[src/rtl/uart_pkg.sv]
// Shared UART constants and the frame-parser state encoding.
package uart_pkg;

   typedef enum logic [1:0] {HUNT, LEN, PAYLOAD, CHK} state_t;

   localparam logic [7:0] HEADER_DEF = 8'hAA;
   localparam int CLK_FREQ  = 100_000_000;
   localparam int BAUD_RATE = 9600;
   localparam int BIT_CYC   = CLK_FREQ / BAUD_RATE;
   // Ten byte times of ten bits each.
   localparam int TIMEOUT_CYC_DEF = 10 * 10 * BIT_CYC;

endpackage

[src/rtl/uart_frame_buf.sv]
// Payload register file: one synchronous write port, async read, zero outside depth.
module uart_frame_buf #(
   parameter int DEPTH = 16
)(
   input  logic       clk,
   input  logic       rst,
   input  logic       we,
   input  logic [4:0] waddr,
   input  logic [7:0] wdata,
   input  logic [3:0] raddr,
   output logic [7:0] rdata
);

   logic [DEPTH-1:0][7:0] mem;

   for (genvar i = 0; i < DEPTH; i++) begin : g_ent
      always_ff @(posedge clk or negedge rst) begin
         if (!rst)                       mem[i] <= 8'd0;
         else if (we && waddr == 5'(i))  mem[i] <= wdata;
      end
   end

   always_comb begin
      rdata = 8'd0;
      for (int i = 0; i < DEPTH; i++)
         if (raddr == 4'(i)) rdata = mem[i];
   end

endmodule

[src/rtl/uart_frame_parser.sv]
// Assembles header/length/payload/checksum frames from the uart_recv byte stream.
module uart_frame_parser
   import uart_pkg::*;
#(
   parameter int         MAX_LEN     = 16,
   parameter logic [7:0] HEADER      = HEADER_DEF,
   parameter int         TIMEOUT_CYC = TIMEOUT_CYC_DEF
)(
   input  logic       clk,
   input  logic       rst,
   input  logic       in_valid,
   input  logic [7:0] in_data,
   input  logic [3:0] rd_addr,
   output logic [7:0] rd_data,
   output logic       frame_valid,
   output logic [4:0] frame_len,
   output logic       err_chk,
   output logic       err_len,
   output logic       err_timeout,
   output logic       busy
);

   state_t      state, state_nxt;
   logic        prev_valid, accept;
   logic [4:0]  len_q, idx;
   logic [7:0]  chk;
   logic [20:0] gap;
   logic        gap_hit, len_ok;
   logic        ev_good, ev_chk, ev_len, ev_to, buf_we;

   assign accept  = in_valid & ~prev_valid;
   // An accepted byte on the limit cycle wins over the timeout.
   assign gap_hit = (state != HUNT) && !accept && (gap == 21'(TIMEOUT_CYC - 1));
   assign len_ok  = (in_data != 8'd0) && (32'(in_data) <= MAX_LEN);
   assign busy    = (state != HUNT);

   always_ff @(posedge clk or negedge rst) begin
      if (!rst) state <= HUNT;
      else      state <= state_nxt;
   end

   always_comb begin
      state_nxt = state;
      if (gap_hit) state_nxt = HUNT;
      else if (accept) begin
         case (state)
            HUNT:    if (in_data == HEADER) state_nxt = LEN;
            LEN:     state_nxt = len_ok ? PAYLOAD : HUNT;
            PAYLOAD: if (idx + 5'd1 == len_q) state_nxt = CHK;
            CHK:     state_nxt = HUNT;
            default: state_nxt = HUNT;
         endcase
      end
   end

   always_comb begin
      ev_good = 1'b0;
      ev_chk  = 1'b0;
      ev_len  = 1'b0;
      ev_to   = gap_hit;
      buf_we  = 1'b0;
      case (state)
         LEN:     ev_len  = accept && !len_ok;
         PAYLOAD: buf_we  = accept && (32'(idx) < MAX_LEN);
         CHK: begin
            ev_good = accept && (in_data == chk);
            ev_chk  = accept && (in_data != chk);
         end
         default: ;
      endcase
   end

   always_ff @(posedge clk or negedge rst) begin
      if (!rst) begin
         prev_valid  <= 1'b0;
         len_q       <= 5'd0;
         idx         <= 5'd0;
         chk         <= 8'd0;
         gap         <= 21'd0;
         frame_len   <= 5'd0;
         frame_valid <= 1'b0;
         err_chk     <= 1'b0;
         err_len     <= 1'b0;
         err_timeout <= 1'b0;
      end else begin
         prev_valid  <= in_valid;
         gap         <= (state == HUNT || accept || gap_hit) ? 21'd0 : gap + 21'd1;
         frame_valid <= ev_good;
         err_chk     <= ev_chk;
         err_len     <= ev_len;
         err_timeout <= ev_to;
         if (ev_good) frame_len <= len_q;
         if (accept && state == LEN && len_ok) begin
            len_q <= in_data[4:0];
            idx   <= 5'd0;
            chk   <= in_data;
         end
         if (accept && state == PAYLOAD) begin
            chk <= chk ^ in_data;
            idx <= idx + 5'd1;
         end
      end
   end

   uart_frame_buf #(.DEPTH(MAX_LEN)) u_buf (
      .clk   (clk),
      .rst   (rst),
      .we    (buf_we),
      .waddr (idx),
      .wdata (in_data),
      .raddr (rd_addr),
      .rdata (rd_data)
   );

endmodule

[config.mk]
export PLATFORM = sky130hd
export DESIGN_NAME = uart_frame_parser
export DESIGN_NICKNAME = d
export VERILOG_FILES = /design/src/rtl/uart_pkg.sv /design/src/rtl/uart_frame_buf.sv /design/src/rtl/uart_frame_parser.sv
export SDC_FILE = /design/constraint.sdc
export NUM_CORES = 1
export LEC_CHECK = 0
export CAP_MARGIN = 20
export CORE_UTILIZATION = 60
export CTS_CLUSTER_SIZE = 40
export DETAILED_ROUTE_END_ITERATION = 7
export GPL_TIMING_DRIVEN = 0
export PLACE_DENSITY = 0.79
export SETUP_SLACK_MARGIN = 0.4
export SLEW_MARGIN = 40
export SYNTH_ARGS = -nofsm -noshare
export SYNTH_HDL_FRONTEND = slang
export SYNTH_HIERARCHICAL = 1
export SYNTH_SLANG_ARGS = --single-unit
[constraint.sdc]
create_clock -name clk -period 3.6 [get_ports clk]
set_input_delay 0.54 -clock clk [delete_from_list [all_inputs] [get_ports clk]]
set_output_delay 0.54 -clock clk [all_outputs]
set_load 0.05 [all_outputs]
==> flow_summary.yaml <==
status:
  status: "completed"
grt:
  grt_usage_pct: 30.23
  antenna_found_initial: 0
  grt_max_degree: 79
  overflow: 0
  grt_pass1_wl_mm: 33.87
  grt_pass1_vias: 6220
synthesis:
  ys_seq_elements: 179
  synth_edf_count: 0
  postSynthCellCount: 713
  synth_area_mm2: 0.008821
  synth_fp_nets: 730
  async_flop_share_pct: 100.0
  seq_area_frac_synth_pct: 50.78
  yosys_warnings: 6
  avgSynthCellArea_um2: 12.37
  synthFlopType: "dfrtp_1"
  synth_cell_types: 72
pwr:
  p_per_area_mw_per_mm2: 426.1
  irDropWorstVdd_uv: 470.5
  p_leak_nw: 4.579
  total_power_mw: 4.262
critical_path:
  start_kind: "input pin"
  crit_path_max_fanout: 10
  cpMaxStageDelayCell: "clkdlybuf4s50_1"
  required_ns: 3.06
  worstRegToRegCells: 9
  worstPathArrival_ns: 2.64
  critical_path.startpoint: "rd_addr[0]"
  r2r_slack_ns: 0.76
  cpPeakStageDelay_ns: 0.45
  crit_chain: "clkdlybuf4s50_1 > buf_2 > a221oi_1 > o22ai_1 > a221o_1 > a32o_1 > clkdlybuf4s15_2"
  cp-end-kind: "output pin"
  path_class: "input pin to output pin"
  rr_endpoint: "u_buf/mem[29]"
  crit_end: "rd_data[7]"
  worstReg2RegStart: "state[0]"
drt:
  drt-total-wl_mm: 21.07
  via_count: 6100
  wl_per_cell_um: 21.97
  drt_iter0_drc: 570
  drt-pass1-iter-count: 5
  ant_nets: 0
  drc: 0
  vias_per_cell: 6.361
floorplan:
  pin_count: 33
  start_util_pct: 62.58
  fp-row-count: 43
  coreArea_mm2: 0.01410
  die_x_um: 123.3
  dieHeight_um: 123.3
  die-area_mm2: 0.01519
final_layout:
  nets: 783
  antennaDiodeCount: 0
  drive_gt1_share_pct: 32.09
  syn_to_final_growth_pct: 13.40
  final_common_cell: "dfrtp_1"
  final_cell_mix: "dfrtp_1 (179), mux2_2 (133), nor2_1 (46)"
  fin_area_mm2: 0.01000
timing:
  setup_viol: 0
  min_period_ns: 3.182
  drv_slew: 0
  worst_pin_slew_ns: 0.7363
  hold_viol_final: 0
  post-route-period-util_pct: 88.38
  rsz0062_at_grt: "yes"
  slew_headroom_pct: 50.76
  fin_skew_ns: 0.004792
  fmax_ghz: 0.3143
clocking:
  clkTransAtPathRegs_ns: 0.06
  cts_root_buf: "clkbuf_16"
  h-tree-depth: 4
  cts-hold-fix-buffers: 0
  clock_path_buffers: 2
  cts_sinks: 179
  cts_tree: "yes"
  clock_latency_ns: 0.42
  cts_inserted_buffers: 17
min_path:
  hp-class: "input pin to asynchronous set/reset pin"
placement:
  hpwl_mm: 14.61
  dpl_cell_area_mm2: 0.009427
  port_buffers: 32
  gp_congestion: 0.8509
run:
  maxCapViolations: 0
==> cells by family (layout without fill, tap and decap cells) <==
family / after synthesis / count (layout) / share of synthesized area (%)
buf+inv: 51 / 117 / 3.149
xor+xnor: 35 / 35 / 3.475
fa+ha+maj: 2 / 2 / 0.2836
simple gates: 174 / 174 / 11.09
flops: 179 / 179 / 50.78
mux: 167 / 167 / 22.96
compound gates: 105 / 105 / 8.255
==> synthesized netlist by cell type, types with 4 or more instances <==
library cell / instances / area share [%]
a21o_1: 4 / 0.34
a21oi_1: 24 / 1.4
a221oi_2: 6 / 1.0
a32oi_1: 4 / 0.40
and3_1: 4 / 0.28
buf_2: 9 / 0.51
buf_4: 5 / 0.43
buf_6: 6 / 0.77
clkbuf_1: 15 / 0.64
dfrtp_1: 179 / 51
inv_1: 13 / 0.55
mux2_2: 133 / 17
mux2i_1: 16 / 1.8
mux4_2: 14 / 3.6
nand2_1: 31 / 1.3
nand2_2: 4 / 0.28
nand3_1: 21 / 1.2
nand4_1: 9 / 0.64
nor2_1: 46 / 2.0
nor2b_1: 8 / 0.57
nor3_1: 16 / 0.91
o211ai_1: 6 / 0.51
o21ai_0: 28 / 1.6
o22ai_1: 4 / 0.28
o32ai_1: 4 / 0.40
xnor2_1: 20 / 2.0
xor2_1: 15 / 1.5
==> cell type report <==
class / count / area, um2
Clock buffer: 18 / 429.2
Buffer: 37 / 235.2
Clock inverter: 14 / 130.1
Fill cell: 983 / 4093
Multi-Input combinational cell: 483 / 4089
Inverter: 14 / 52.55
Timing Repair Buffer: 34 / 362.8
Sequential cell: 179 / 4479
Tap cell: 180 / 225.2
==> sequential cells by signal, indices dropped and copies added, names as in the netlist <==
register / cells
chk: 8
err_chk: 1
err_len: 1
err_timeout: 1
frame_len: 5
frame_valid: 1
gap: 21
idx: 5
len_q: 5
prev_valid: 1
state: 2
u_buf/mem: 128
==> where the power goes <==
group | internal [mW] | total [mW] | leakage [nW] | switching, mW
Clock | 0.961 | 1.75 | 0.265 | 0.786
Sequential | 2.06 | 2.09 | 2.48 | 0.0361
Combinational | 0.160 | 0.423 | 1.83 | 0.263
Total | 3.18 | 4.26 | 4.58 | 1.09
==> how the worst min path moves through the flow <==
stage             end  startpoint  depth (start not counted)
2_1_floorplan  chk[0]         rst                          0
3_3_place_gp   gap[0]      gap[0]                          1
3_5_place_dp   gap[4]         rst                          1
4_1_cts        gap[4]         rst                          1
5_1_grt        gap[4]         rst                          1
6_report       gap[4]         rst                          1
==> per-stage QoR <==
stage | hold WS [ns] | setup TNS [ns] | worst slack, ns | utilization (%) | cells
after floorplan | 0.2444 | 0 | 0.6752 | - | 713
after global placement | 0.4680 | -885.97 | -4.960 | 66.45 | 925
after detailed placement | 0.4611 | -0.8397 | -0.2051 | 66.87 | 927
after CTS | 0.01397 | 0 | 0.3375 | 70.74 | 959
after global routing | 0.01619 | 0 | 0.3812 | 70.97 | 959
final | 0.007491 | 0 | 0.4182 | 70.97 | 959
==> worst max-delay path, delay by kind of cell <==
family | cells | cell delay [ns]
buffers and inverters | 3 | 1.06
AO/OA/AOI/OAI | 4 | 1.04
==> per-layer routing <==
metal,global-route usage (%),vias up,share of wire (%)
met3,5.904,34,5.6
met4,8.509,0,1.5
met5,0,-,0
met1,42.23,3132,44
met2,48.39,222,49
li1,-,2712,-
==> what timing repair did <==
item	4_1_cts	5_1_grt
setup buffers	0	0
resized for setup	44	20
endpoints found under the setup margin	8	8
(Power assumes the default switching activity.)
